`src/rtl/ps2_kb_fifo.sv`:
```
// PS/2 keyboard receiver: input synchronisers, KB_CLK glitch filter, frame FSM with timeout,
// scan-code FIFO and CPU read port. Build option PS2_PARITY_DROP_EN discards bad-parity frames.
module ps2_kb_fifo #(
    parameter int FIFO_AW    = 3,
    parameter int FILTER_LEN = 4,
    parameter int TIMEOUT    = 2048
) (
    input  logic       CLK2,
    input  logic       RST,
    input  logic       KB_CLK,
    input  logic       KB_DATA,
    input  logic       CS,
    input  logic       RD,
    input  logic       A0,
    output logic [7:0] DOUT,
    output logic       DOE,
    output logic       INT
);

    localparam int DEPTH = 2 ** FIFO_AW;
    localparam int CW    = FIFO_AW + 1;
    localparam int FCW   = $clog2(FILTER_LEN + 1);
    localparam int TOW   = $clog2(TIMEOUT + 1);
`ifdef PS2_PARITY_DROP_EN
    localparam bit DROP_BAD = 1'b1;
`else
    localparam bit DROP_BAD = 1'b0;
`endif

    typedef enum logic [1:0] {S_IDLE, S_DATA, S_PARITY, S_STOP} state_t;

    logic [1:0]     kb_clk_sync_q, kb_data_sync_q, cs_sync_q, rd_sync_q;
    logic           filt_q, filt_prev_q;
    logic [FCW-1:0] fcnt_q;
    logic           kb_clk_s, kb_data_s, fall;

    assign kb_clk_s  = kb_clk_sync_q[1];
    assign kb_data_s = kb_data_sync_q[1];
    assign fall      = filt_prev_q & ~filt_q;

    // NOTE: RST is sampled on CLK2 like any other input, so it stays out of the sensitivity list.
    always_ff @(posedge CLK2) begin
        if (!RST) begin
            kb_clk_sync_q  <= 2'b11;
            kb_data_sync_q <= 2'b11;
            cs_sync_q      <= 2'b11;
            rd_sync_q      <= 2'b11;
            filt_q         <= 1'b1;
            filt_prev_q    <= 1'b1;
            fcnt_q         <= '0;
        end else begin
            kb_clk_sync_q  <= {kb_clk_sync_q[0], KB_CLK};
            kb_data_sync_q <= {kb_data_sync_q[0], KB_DATA};
            cs_sync_q      <= {cs_sync_q[0], CS};
            rd_sync_q      <= {rd_sync_q[0], RD};
            filt_prev_q    <= filt_q;
            // The filtered clock flips only after FILTER_LEN consecutive opposite samples.
            if (kb_clk_s != filt_q) begin
                if (fcnt_q == FCW'(FILTER_LEN - 1)) begin
                    filt_q <= kb_clk_s;
                    fcnt_q <= '0;
                end else begin
                    fcnt_q <= fcnt_q + FCW'(1);
                end
            end else begin
                fcnt_q <= '0;
            end
        end
    end

    state_t         state_q;
    logic [2:0]     bitcnt_q;
    logic [7:0]     sr_q;
    logic           par_ok_q;
    logic [TOW-1:0] tmo_q;
    logic           push_q, perr_set_q, ferr_set_q;

    always_ff @(posedge CLK2) begin
        if (!RST) begin
            state_q    <= S_IDLE;
            bitcnt_q   <= '0;
            sr_q       <= '0;
            par_ok_q   <= 1'b0;
            tmo_q      <= '0;
            push_q     <= 1'b0;
            perr_set_q <= 1'b0;
            ferr_set_q <= 1'b0;
        end else begin
            push_q     <= 1'b0;
            perr_set_q <= 1'b0;
            ferr_set_q <= 1'b0;
            if (fall || state_q == S_IDLE) tmo_q <= '0;
            else                           tmo_q <= tmo_q + TOW'(1);

            if (fall) begin
                case (state_q)
                    S_IDLE: begin
                        if (!kb_data_s) begin
                            state_q  <= S_DATA;
                            bitcnt_q <= '0;
                        end
                    end
                    S_DATA: begin
                        sr_q     <= {kb_data_s, sr_q[7:1]};
                        bitcnt_q <= bitcnt_q + 3'd1;
                        if (bitcnt_q == 3'd7) state_q <= S_PARITY;
                    end
                    S_PARITY: begin
                        par_ok_q <= ^{sr_q, kb_data_s};
                        state_q  <= S_STOP;
                    end
                    S_STOP: begin
                        if (kb_data_s) begin
                            push_q     <= par_ok_q | ~DROP_BAD;
                            perr_set_q <= ~par_ok_q;
                        end else begin
                            ferr_set_q <= 1'b1;
                        end
                        state_q <= S_IDLE;
                    end
                    default: state_q <= S_IDLE;
                endcase
            end else if (state_q != S_IDLE && tmo_q == TOW'(TIMEOUT - 1)) begin
                state_q <= S_IDLE;
            end
        end
    end

    logic [7:0]         mem [DEPTH];
    logic [FIFO_AW-1:0] wr_ptr_q, rd_ptr_q;
    logic [CW-1:0]      count_q, count_d;
    logic               acc, acc_q, a0_q;
    logic               ovr_q, perr_q, ferr_q, int_q;
    logic               nempty, full, acc_end, pop, clr_req, wr, ovr_set;
    logic [7:0]         status, dout_mux;

    assign acc     = ~cs_sync_q[1] & ~rd_sync_q[1];
    assign acc_end = acc_q & ~acc;
    assign nempty  = (count_q != '0);
    assign full    = (count_q == CW'(DEPTH));
    assign pop     = acc_end & ~a0_q & nempty;
    assign clr_req = acc_end & a0_q;
    assign wr      = push_q & (~full | pop);
    assign ovr_set = push_q & full & ~pop;
    assign status  = {3'b000, ferr_q, perr_q, ovr_q, full, nempty};

    always_comb begin
        count_d = count_q;
        if (wr && !pop)      count_d = count_q + CW'(1);
        else if (pop && !wr) count_d = count_q - CW'(1);
    end

    // NOTE: the storage array has no reset; only entries below count_q are ever read out.
    always_ff @(posedge CLK2) begin
        if (RST && wr) mem[wr_ptr_q] <= sr_q;
    end

    always_ff @(posedge CLK2) begin
        if (!RST) begin
            wr_ptr_q <= '0;
            rd_ptr_q <= '0;
            count_q  <= '0;
            acc_q    <= 1'b0;
            a0_q     <= 1'b0;
            ovr_q    <= 1'b0;
            perr_q   <= 1'b0;
            ferr_q   <= 1'b0;
            int_q    <= 1'b1;
        end else begin
            acc_q   <= acc;
            count_q <= count_d;
            int_q   <= (count_d == '0);
            if (acc && !acc_q) a0_q <= A0;
            if (wr)  wr_ptr_q <= wr_ptr_q + FIFO_AW'(1);
            if (pop) rd_ptr_q <= rd_ptr_q + FIFO_AW'(1);
            // A set event in the clear cycle wins.
            ovr_q  <= ovr_set    | (ovr_q  & ~clr_req);
            perr_q <= perr_set_q | (perr_q & ~clr_req);
            ferr_q <= ferr_set_q | (ferr_q & ~clr_req);
        end
    end

    always_comb begin
        dout_mux = 8'h00;
        if (acc) begin
            if (A0)          dout_mux = status;
            else if (nempty) dout_mux = mem[rd_ptr_q];
        end
    end

    assign DOUT = dout_mux;
    assign DOE  = acc;
    assign INT  = int_q;

endmodule

```
`config.mk`:
```
export PLATFORM = sky130hd
export DESIGN_NAME = ps2_kb_fifo
export DESIGN_NICKNAME = d
export VERILOG_FILES = /design/src/rtl/ps2_kb_fifo.sv
export SDC_FILE = /design/constraint.sdc
export NUM_CORES = 1
export LEC_CHECK = 0
export ABC_AREA = 0
export ABC_CLOCK_PERIOD_IN_PS = 2520
export BUFFER_PORTS_ARGS = -buffer_cell sky130_fd_sc_hd__buf_2
export CORE_MARGIN = 3
export CORE_UTILIZATION = 44
export DETAILED_ROUTE_END_ITERATION = 10
export PLACE_DENSITY_LB_ADDON = 0.25
export SYNTH_ARGS = -nofsm -noshare
export SYNTH_HDL_FRONTEND = slang
export SYNTH_SLANG_ARGS = --single-unit
```
`constraint.sdc`:
```
create_clock -name CLK2 -period 2.52 [get_ports CLK2]
set_input_delay 0.252 -clock CLK2 [delete_from_list [all_inputs] [get_ports CLK2]]
set_output_delay 0.252 -clock CLK2 [all_outputs]
set_load 0.1 [all_outputs]
```
==> Flow_metrics.wiki, run 1 <==
{| class="wikitable"
! Metric !! Value
|-
| Run status || complete, no violations
|-
| Synth cell types || 45
|-
| # setup viols final || 0
|-
| Clock-pin slew on the worst setup and hold paths || 0.05 ns
|-
| Sequential-to-total area share from yosys stat || 61.3%
|-
| Cell types occupying the most area after synthesis || sky130_fd_sc_hd__edfxtp_1, sky130_fd_sc_hd__dfxtp_1, sky130_fd_sc_hd__mux4_2
|-
| Power Dens Cells || 740 mW/mm^2
|-
| Final global-route overflow total || 0
|-
| Antenna cells || 0
|-
| Leakage power || 2.15 nW
|-
| Global routing usage summed across all routing layers || 15.9%
|-
| Max transition margin || 57.9%
|-
| Area of the core region || 0.0111 sq mm
|-
| Cell area after synthesis || 0.00512 sq mm
|-
| Placed Instances || 546
|-
| Via density per instance || 5.27
|-
| Total clock buffers created by CTS || 17
|-
| Detailed-route wire length || 9370 microns
|-
| Row count || 38
|-
| Primary flip-flop cell chosen by synthesis mapping || sky130_fd_sc_hd__edfxtp_1
|-
| Fraction of layout cells with a size suffix above 1 || 22.1%
|-
| Data required time of the worst path || 2.27 ns
|-
| Global-route wire length before repair || 15,800 microns
|-
| TritonCTS clock tree || yes
|-
| Number of instances in the synthesized netlist || 392
|-
| Synth Net Count || 413
|-
| Post-CTS setup buffers || 0
|-
| VDD IR-drop max || 0.572 mV
|-
| CTS Hold Bufs || 0
|-
| Wire length per cell after detailed routing || 16.2 microns
|-
| Largest net degree at the start of global routing || 27
|-
| Worst setup path class || reg -> out
|-
| CTS sink cnt || 125
|-
| Commonest cells after routing, fill and taps aside || sky130_fd_sc_hd__edfxtp_1, sky130_fd_sc_hd__dfxtp_1, sky130_fd_sc_hd__nor2_1
|-
| MaxCap Viol Count || 0
|-
| Antenna violations before repair || 0
|-
| DRC violations left || 0
|-
| Number of hold-slack violations in the final timing report || 0
|-
| Final core occ || 56.0%
|-
| Fraction of post-synthesis cell area in the top cell type by area || 37.5%
|-
| Vert. Die Dim || 114 microns
|-
| Die Width || 114 microns
|-
| Fin nets || 446
|-
| Number of buffers on the longest clock path || 2
|-
| Most common cell after layout, fill and taps aside || sky130_fd_sc_hd__edfxtp_1
|-
| Crit. End Element || output pin
|-
| Unrepaired setup endpoints after global routing || false
|-
| Maximum operating frequency || 416 MHz
|-
| Starting density of the core || 46.1%
|-
| Worst slew pin tran || 0.626 ns
|-
| Worst-path maximum fanout || 6
|-
| Number of violations reported at the end of detailed-routing iteration 0 || 215
|-
| Post-synthesis register bit count || 125
|-
| Count of warnings emitted by yosys || 0
|-
| Critical path startpoint category || flip-flop
|-
| Total vias in the final route || 3,044
|-
| HPWL reported at the end of detailed placement || 6220 microns
|-
| Arrival time of the worst setup path || 2.15 ns
|-
| Worst Hold Depth || 2
|-
| Boundary pin count || 17
|-
| Vias in the first global route || 3,146
|-
| Count of flip-flops with a built-in enable after synthesis || 64
|-
| H-Tree Depth || 4
|-
| Final count of pins violating max slew || 0
|-
| Number of cells on the worst reg-to-reg path || 7
|-
| Weighted congestion reported at the end of routability-driven placement || 0.780
|-
| Cell Count, Final, Fillers Out || 578
|-
| Post-synthesis async set-or-reset flop share || 0%
|-
| Library cell with the largest summed area after synthesis || sky130_fd_sc_hd__edfxtp_1
|-
| Post-layout min period || 2.40 ns
|-
| Worst min path class || in -> reg
|-
| Signed area change from the synthesized netlist to the final layout || 21.6%
|-
| Setup total negative slack || 0 ns
|-
| Final antenna-violating net count || 0
|-
| Final clock period utilization by the worst path || 95.4%
|-
| Number of detailed-route iterations in the first pass || 4
|-
| Worst-Skew Late Latency || 0.40 ns
|-
| Synthesized area per cell || 13.1 sq um
|-
| Area of the die || 0.0130 sq mm
|-
| Input/output buffers || 16
|-
| Library cell used as clock root buffer || sky130_fd_sc_hd__clkbuf_16
|-
| Worst setup skew after layout || 0.00787 ns
|}
## flip-flops by register name, summed over array words and instances, names as in the netlist, 2 cells and up, named ones only
| name | cells |
|---|---|
| rd_sync_q | 2 |
| state_q | 2 |
| sr_q | 8 |
| mem | 64 |
| tmo_q | 12 |
| kb_clk_sync_q | 2 |
| wr_ptr_q | 3 |
| kb_data_sync_q | 2 |
| rd_ptr_q | 3 |
| bitcnt_q | 3 |
| cs_sync_q | 2 |
| count_q | 4 |
| fcnt_q | 3 |
## path summary, 6_finish.rpt
check,start,end,slack [ns]
worst max-delay path,flip-flop,DOUT[1],0.12
worst min-delay path,KB_CLK,kb_clk_sync_q[0],0.03
worst max register to register,count_q[0],INT,0.41
worst min register to register,cs_sync_q[0],cs_sync_q[1],0.41
## stage by stage
stage	hold WS [ns]	setup WS, ns	area [sq um]	total power (W)
after detailed placement	0.400	0.188	5590	0.00221
after floorplan	0.353	0.0144	5200	0.00220
final	0.0293	0.117	6230	0.00461
after global routing	0.0173	0.0179	6230	0.00476
after global placement	0.391	0.234	5590	0.00221
after CTS	0.0115	0.0219	6210	0.00466
## repair_timing
action	in CTS	in global routing
pin swaps	0	1
gates cloned	0	0
endpoints found under the setup margin	7	8
resized for setup	3	9
## metal layers
layer	share of wire, %	track usage (%)	wire length, microns	vias to the layer above
li1	-	-	-	1494
met1	44	20.2	4130	1487
met2	50	25.8	4710	53
met3	4.5	4.83	421	10
met4	1.1	5.62	104	0
met5	0	0	0	-
## Yosys cell counts, types with 9 or more instances
library cell	count
sky130_fd_sc_hd__a21boi_0	10
sky130_fd_sc_hd__nand2_1	17
sky130_fd_sc_hd__mux4_2	16
sky130_fd_sc_hd__dfxtp_1	61
sky130_fd_sc_hd__ha_1	14
sky130_fd_sc_hd__clkbuf_1	11
sky130_fd_sc_hd__xnor2_1	17
sky130_fd_sc_hd__nand2b_1	12
sky130_fd_sc_hd__and2_1	10
sky130_fd_sc_hd__edfxtp_1	64
sky130_fd_sc_hd__nor2b_1	11
sky130_fd_sc_hd__nor2_1	29
sky130_fd_sc_hd__mux2i_1	14
sky130_fd_sc_hd__inv_1	9
sky130_fd_sc_hd__nand3_1	23
## worst max-delay path, cell delays in order, from the launching register on
cell and delay (ns):
sky130_fd_sc_hd__dfxtp_1 0.41, sky130_fd_sc_hd__buf_4 0.22, sky130_fd_sc_hd__mux4_2 0.54, sky130_fd_sc_hd__a211oi_4 0.29
sky130_fd_sc_hd__a211oi_4 0.05, sky130_fd_sc_hd__buf_4 0.24
## power by group
| part | total [W] | leakage [nW] | switching, W | internal, W |
|---|---|---|---|---|
| Clock | 0.00245 | 0.305 | 0.000806 | 0.00164 |
| Combinational | 0.0000359 | 0.761 | 0.0000203 | 0.0000156 |
| Sequential | 0.00213 | 1.09 | 0.00000477 | 0.00213 |
| Total | 0.00461 | 2.15 | 0.000832 | 0.00378 |
## kinds of logic after synthesis
group,count (synthesis),share of synthesized area [%]
flops,125,61.3
buf+inv,26,2.03
mux,30,9.77
simple gates,130,13.4
xor+xnor,24,4.10
compound gates,43,5.98
fa+ha+maj,14,3.42
## final cells by class
| cell class | count | area, sq um |
|---|---|---|
| Clock inverter | 6 | 80.1 |
| Multi-Input combinational cell | 241 | 1980 |
| Fill cell | 908 | 4890 |
| Timing Repair Buffer | 31 | 288 |
| Clock buffer | 26 | 531 |
| Sequential cell | 125 | 3150 |
| Tap cell | 140 | 175 |
| Inverter | 9 | 33.8 |
(Power assumes the default switching activity.)
==> run 2, diff against run 1 <==
--- a/config.mk
+++ b/config.mk
@@ -6,9 +6,9 @@
 export NUM_CORES = 1
 export LEC_CHECK = 0
 export ABC_AREA = 0
-export ABC_CLOCK_PERIOD_IN_PS = 2520
+export ABC_CLOCK_PERIOD_IN_PS = 2670
 export BUFFER_PORTS_ARGS = -buffer_cell sky130_fd_sc_hd__buf_2
-export CORE_MARGIN = 3
+export CORE_MARGIN = 5
 export CORE_UTILIZATION = 44
 export DETAILED_ROUTE_END_ITERATION = 10
 export PLACE_DENSITY_LB_ADDON = 0.25
==> constraint.sdc (replaced) <==
create_clock -name CLK2 -period 2.67 [get_ports CLK2]
set_input_delay 0.267 -clock CLK2 [delete_from_list [all_inputs] [get_ports CLK2]]
set_output_delay 0.267 -clock CLK2 [all_outputs]
set_load 0.1 [all_outputs]
==> run 2 against run 1 <==
  * Design area shrank 2.2%
  * Worst hold slack better by 0.0080 ns
  * Setup slack improved by 0.022 ns
  * Via count decreased by 1.4%
  * Die area grew 7.1%
  * Largest cell class unchanged
  * Cell count increased by 0.87%
  * Sequential power is 6% lower
  * Utilization is 2.6 points lower
  * First-iteration DRC count shrank 38%
  * Routed wire length decreased by 1.9%
  * Clock skew increased by 0.0035 ns
==> Flow_metrics.wiki, run 2 (synthesis results as in run 1) <==
{| class="wikitable"
! Metric !! Value
|-
| Run status || complete, no violations
|-
| Worst-path cell chain || buf_4 -> mux4_2 -> a211oi_1 -> nor2_2 -> buf_2
|-
| Clock-pin slew on the worst setup and hold paths || 0.05 ns (about the same)
|-
| CTS sink cnt || 125 (unchanged)
|-
| Largest net degree at the start of global routing || 39 (+44%)
|-
| Via density per instance || 5.15 (-2.2%)
|-
| Setup total negative slack || 0 ns (unchanged)
|-
| # setup viols final || 0 (unchanged)
|-
| Input/output buffers || 16 (unchanged)
|-
| Final clock period utilization by the worst path || 94.8%
|-
| Max transition margin || 64.8% (+6.9 points)
|-
| Commonest cells after routing, fill and taps aside || sky130_fd_sc_hd__edfxtp_1, sky130_fd_sc_hd__dfxtp_1, sky130_fd_sc_hd__nor2_1
|-
| Number of detailed-route iterations in the first pass || 4 (unchanged)
|-
| Starting density of the core || 44.9% (-1.2 points)
|-
| TritonCTS clock tree || yes
|-
| Worst setup skew after layout || 0.0113 ns (+0.00346 ns)
|-
| Worst setup path class || reg -> out
|-
| Unrepaired setup endpoints after global routing || false
|-
| Number of hold-slack violations in the final timing report || 0 (unchanged)
|-
| Final global-route overflow total || 0 (unchanged)
|-
| Delay contributed by the slowest stage of the critical path || 0.53 ns (about the same)
|-
| Worst slew pin tran || 0.524 ns (-0.102 ns)
|-
| Final antenna-violating net count || 0 (unchanged)
|-
| Arrival time of the worst setup path || 2.26 ns (+0.11 ns)
|-
| Worst setup slack after layout || 0.138 ns (+0.0215 ns)
|-
| Area of the die || 0.0139 sq mm (+7.1%)
|-
| Total vias in the final route || 3,002 (-1.4%)
|-
| Number of cells on the worst reg-to-reg path || 7 (unchanged)
|-
| Critical path startpoint category || flip-flop
|-
| Power Dens Cells || 691 mW/mm^2 (-6.7%)
|-
| Antenna violations before repair || 0 (unchanged)
|-
| Data required time of the worst path || 2.40 ns (+0.13 ns)
|-
| Total clock buffers created by CTS || 17 (unchanged)
|-
| HPWL reported at the end of detailed placement || 6210 microns (-0.16%)
|-
| Area of the core region || 0.0114 sq mm (+2.6%)
|-
| Boundary pin count || 17 (unchanged)
|-
| Fraction of layout cells with a size suffix above 1 || 21.1% (-1.0 points)
|-
| Post-layout min period || 2.53 ns
|-
| Vias in the first global route || 3,047 (-3.1%)
|-
| Worst setup slack before clock tree synthesis || 0.172 ns (-0.0154 ns)
|-
| Worst-Skew Late Latency || 0.41 ns (about the same)
|-
| Row count || 39 (+2.6%)
|-
| Wire length per cell after detailed routing || 15.8 microns (-2.8%)
|-
| Antenna cells || 0 (unchanged)
|-
| Weighted congestion reported at the end of routability-driven placement || 0.797 (+2.1%)
|-
| Signed area change from the synthesized netlist to the final layout || 18.9%
|-
| Largest reg by FF count || mem
|-
| Leakage power || 2.12 nW (-1.6%)
|-
| Fin nets || 448 (+0.45%)
|-
| Global routing usage summed across all routing layers || 14.1% (-1.8 points)
|-
| DRC violations left || 0 (unchanged)
|-
| Most common cell after layout, fill and taps aside || sky130_fd_sc_hd__edfxtp_1
|-
| Largest register FFs || 64 (unchanged)
|-
| Library cell used as clock root buffer || sky130_fd_sc_hd__clkbuf_16
|-
| Worst Hold Depth || 2 (unchanged)
|-
| Maximum operating frequency || 395 MHz
|-
| Global-route wire length before repair || 15,300 microns (-2.8%)
|-
| Largest registers ranked by flip-flop count || mem (64), tmo_q (12), sr_q (8)
|-
| VDD IR-drop max || 0.501 mV (-13%)
|-
| Vert. Die Dim || 118 microns (+3.5%)
|-
| MaxCap Viol Count || 0 (unchanged)
|-
| Worst-path maximum fanout || 9 (+3)
|-
| Worst min path class || in -> reg
|-
| Detailed-route wire length || 9190 microns (-1.9%)
|-
| Slowest stage cell on the critical path || sky130_fd_sc_hd__mux4_2
|-
| Number of violations reported at the end of detailed-routing iteration 0 || 133 (-38%)
|-
| Post-CTS setup buffers || 0 (unchanged)
|-
| Crit. End Element || output pin
|-
| Die Width || 118 microns (+3.5%)
|-
| Number of buffers on the longest clock path || 2 (unchanged)
|-
| H-Tree Depth || 4 (unchanged)
|-
| Final count of pins violating max slew || 0 (unchanged)
|}
run 2: cell types whose count changed in the layout (fill, tap and decap cells not counted), moves of 3 or more:
cell	before	now
sky130_fd_sc_hd__buf_12	6	0
sky130_fd_sc_hd__buf_6	0	5
sky130_fd_sc_hd__nor2_2	1	4
sky130_fd_sc_hd__nor2_4	4	1
sky130_fd_sc_hd__o21ai_4	3	0
run 2: final timing paths:
| kind | startpoint | end | slack, ns |
|---|---|---|---|
| max | flip-flop | DOUT[0] | 0.14 |
| min | RD | rd_sync_q[0] | 0.04 |
| min reg2reg | kb_clk_sync_q[0] | kb_clk_sync_q[1] | 0.41 |
| max reg2reg | count_q[0] | INT | 0.46 |
run 2: what timing repair did:
action | in CTS | in global routing
hold buffers | 0 | 0
gates resized for setup | 9 | 7
setup endpoints to repair | 7 | 6
hold endpoints to repair | 0 | 0
run 2: per-stage QoR:
stage               cell area [sq um]  hold slack (ns)  util [%]  cells  power [W]
global route                     6100           0.0296      53.4    583    0.00435
floorplan                        5170            0.368         -    392    0.00207
global placement                 5480            0.391      48.0    551    0.00208
finish                           6100           0.0373      53.4    583    0.00421
CTS                              6070           0.0253      53.2    583    0.00425
detailed placement               5480            0.393      48.0    551    0.00208
run 2: metal layers:
metal,track usage [%],share of wire (%)
met1,17.5,45
met2,22.8,49
met3,3.99,3.6
met4,6.09,2.3
met5,0,0
run 2: cell type report:
type	instances	area [sq um]
fill	971	5320
sequential	125	3140
tap	143	179
timing repair buffer	33	244
inverter	9	33.8
clock buffer	26	510
clock inverter	6	58.8
multi-input combinational	241	1930
run 2: report_power, final:
part	internal, W	switching (W)
Clock	0.00140	0.000761
Sequential	0.00201	0.00000418
Combinational	0.0000145	0.0000186
Total	0.00343	0.000783
run 2: worst max-delay path, delay by kind of cell, from the launching register on:
kind,cells,cell delay (ns)
and+or+nand+nor,1,0.04
muxes,1,0.53
AOI/OAI and AO/OA,1,0.29
buffers and inverters,2,0.56
DFF,1,0.44
==> run 3, diff against run 2 <==
--- a/config.mk
+++ b/config.mk
@@ -12,6 +12,7 @@
 export CORE_UTILIZATION = 44
 export DETAILED_ROUTE_END_ITERATION = 10
 export PLACE_DENSITY_LB_ADDON = 0.25
+export RECOVER_POWER = 25
 export SYNTH_ARGS = -nofsm -noshare
 export SYNTH_HDL_FRONTEND = slang
 export SYNTH_SLANG_ARGS = --single-unit
==> run 3 against run 2 <==
  * Via count hardly changed
  * Design area hardly changed
  * Die area stayed put
  * Fmax hardly changed
  * Count of clock-buffer cells in the layout stayed put
  * Total power hardly changed
  * Worst hold slack hardly changed
  * Cell count stayed put
  * Critical path depth stayed put
  * Critical path type unchanged
==> Flow_metrics.wiki, run 3 (synthesis results as in run 1) <==
{| class="wikitable"
! Metric !! Value
|-
| Row count || 39 (unchanged)
|-
| Vert. Die Dim || 118 microns (unchanged)
|-
| CTS sink cnt || 125 (unchanged)
|-
| Cells resized by post-CTS repair || 9 (unchanged)
|-
| Detailed-route wire length || 9200 microns (about the same)
|-
| Most common cell after layout, fill and taps aside || sky130_fd_sc_hd__edfxtp_1
|-
| Global routing usage on met3 || 3.99% (unchanged)
|-
| Unrepaired setup endpoints after global routing || false
|-
| Worst slew pin tran || 1.44 ns (+0.912 ns)
|-
| Number of violations reported at the end of detailed-routing iteration 0 || 134 (+0.75%)
|-
| Wire length per cell after detailed routing || 15.8 microns (about the same)
|-
| Worst-path maximum fanout || 9 (unchanged)
|-
| Post-layout min period || 2.53 ns (-0.000380 ns)
|-
| H-Tree Depth || 4 (unchanged)
|-
| Internal Dissipation || 0.00343 W (about the same)
|-
| Input/output buffers || 16 (unchanged)
|-
| Layout Cell Area excl Fill || 0.00609 sq mm (about the same)
|-
| Weighted congestion reported at the end of routability-driven placement || 0.797 (unchanged)
|-
| Worst setup skew after layout || 0.0120 ns (+0.000709 ns)
|-
| Largest net degree at the start of global routing || 39 (unchanged)
|-
| Crit. End Element || output pin
|-
| Library cell used as clock root buffer || sky130_fd_sc_hd__clkbuf_16
|-
| Final count of pins violating max slew || 0 (unchanged)
|-
| Total clock buffers created by CTS || 17 (unchanged)
|-
| Fraction of layout cells with a size suffix above 1 || 20.7% (-0.45 points)
|-
| Most crowded layer after global routing || met2
|-
| Critical path startpoint category || flip-flop
|-
| TritonCTS clock tree || yes
|-
| Final antenna-violating net count || 0 (unchanged)
|-
| Sequential share of power || 47.8% (about the same)
|-
| DP Area || 0.00548 sq mm (unchanged)
|-
| Met2 demand-to-capacity share in global routing || 22.8% (unchanged)
|-
| Boundary pin count || 17 (unchanged)
|-
| Antenna cells || 0 (unchanged)
|-
| Number of buffers on the longest clock path || 2 (unchanged)
|-
| CTS Hold Bufs || 0 (unchanged)
|-
| Largest reg by FF count || mem
|-
| Final global-route overflow total || 0 (unchanged)
|-
| Largest register FFs || 64 (unchanged)
|-
| Largest registers ranked by flip-flop count || mem (64), tmo_q (12), sr_q (8)
|-
| Clock-pin slew on the worst setup and hold paths || 0.05 ns (about the same)
|-
| Antenna violations before repair || 0 (unchanged)
|-
| Met1 routing resource usage after global routing || 17.5% (unchanged)
|-
| Proportion of power drawn by the clock network || 51.4% (about the same)
|-
| # setup viols final || 0 (unchanged)
|-
| Commonest cells after routing, fill and taps aside || sky130_fd_sc_hd__edfxtp_1, sky130_fd_sc_hd__dfxtp_1, sky130_fd_sc_hd__nor2_1
|-
| Switching power share of the total || 18.6% (about the same)
|-
| Power Dens Cells || 691 mW/mm^2 (about the same)
|-
| Fin nets || 448 (unchanged)
|-
| Die Width || 118 microns (unchanged)
|-
| Global routing usage summed across all routing layers || 14.1% (unchanged)
|-
| Number of detailed-route iterations in the first pass || 4 (unchanged)
|-
| Area of the die || 0.0139 sq mm (unchanged)
|-
| Final hold slack || 0.0377 ns (+0.000398 ns)
|-
| Setup total negative slack || 0 ns (unchanged)
|-
| Leakage power || 2.11 nW (-0.35%)
|-
| Max transition margin || 4.26% (-61 points)
|-
| Global-route wire length before repair || 15,300 microns (unchanged)
|-
| Combinational fraction of design power || 0.8% (about the same)
|-
| DRC violations left || 0 (unchanged)
|-
| VDD IR-drop max || 0.501 mV (about the same)
|-
| Run status || complete, no violations
|-
| Maximum operating frequency || 395 MHz (about the same)
|-
| Number of hold-slack violations in the final timing report || 0 (unchanged)
|-
| Signed area change from the synthesized netlist to the final layout || 18.8% (about the same)
|-
| Final clock period utilization by the worst path || 94.8% (about the same)
|-
| Worst min path class || in -> reg
|-
| Worst setup path class || reg -> out
|-
| MaxCap Viol Count || 0 (unchanged)
|-
| Worst-Skew Late Latency || 0.41 ns (about the same)
|-
| Vias in the first global route || 3,047 (unchanged)
|-
| Starting density of the core || 44.9% (unchanged)
|-
| Area of the core region || 0.0114 sq mm (unchanged)
|-
| Total vias in the final route || 3,003 (+0.033%)
|-
| Data required time of the worst path || 2.40 ns (about the same)
|-
| HPWL reported at the end of detailed placement || 6210 microns (unchanged)
|-
| Psw || 0.000784 W (about the same)
|-
| Post-CTS setup buffers || 0 (unchanged)
|-
| Via density per instance || 5.15 (about the same)
|-
| Arrival time of the worst setup path || 2.26 ns (about the same)
|}
==> run 3: critical path: stages, from the launching register on <==
cell	delay [ns]
sky130_fd_sc_hd__dfxtp_1	0.44
sky130_fd_sc_hd__buf_4	0.27
sky130_fd_sc_hd__mux4_2	0.53
sky130_fd_sc_hd__a211oi_1	0.29
sky130_fd_sc_hd__nor2_2	0.04
sky130_fd_sc_hd__buf_2	0.29
==> run 3: through the flow <==
step	util (%)	power [W]	worst slack, ns	std cells
floorplan	-	0.00207	-0.194	392
global placement	48.0	0.00208	0.229	551
global route	53.3	0.00434	0.0197	583
detailed placement	48.0	0.00208	0.172	551
finish	53.3	0.00421	0.139	583
CTS	53.2	0.00425	0.0286	583
==> run 3: layout make-up <==
cell class | count | area [sq um]
Fill cell | 972 | 5330
Multi-Input combinational cell | 241 | 1930
Inverter | 9 | 33.8
Sequential cell | 125 | 3140
Tap cell | 143 | 179
Clock inverter | 6 | 58.8
Timing Repair Buffer | 33 | 239
Clock buffer | 26 | 510
==> run 3: power by group through the flow <==
stage                     logic [W]  registers (W)  clock network (W)
after floorplan           0.0000242        0.00205                  0
after global placement    0.0000329        0.00205                  0
after detailed placement  0.0000335        0.00205                  0
after CTS                 0.0000337        0.00201            0.00221
after global routing      0.0000367        0.00201            0.00230
final                     0.0000326        0.00201            0.00217
==> run 3: metal layers <==
| layer | up-vias | part of all wire, % |
|---|---|---|
| met3 | 18 | 3.6 |
| met4 | 0 | 2.3 |
| met5 | - | 0 |
| met1 | 1437 | 45 |
| li1 | 1505 | - |
| met2 | 43 | 49 |
==> run 3: path summary, 6_finish.rpt <==
kind,slack [ns],start,cells after the start,endpoint
worst max-delay path,0.14,flip-flop,5,DOUT[0]
worst min-delay path,0.04,RD,2,rd_sync_q[0]
worst max register to register,0.46,count_q[0],7,INT
worst min register to register,0.41,kb_clk_sync_q[0],1,kb_clk_sync_q[1]
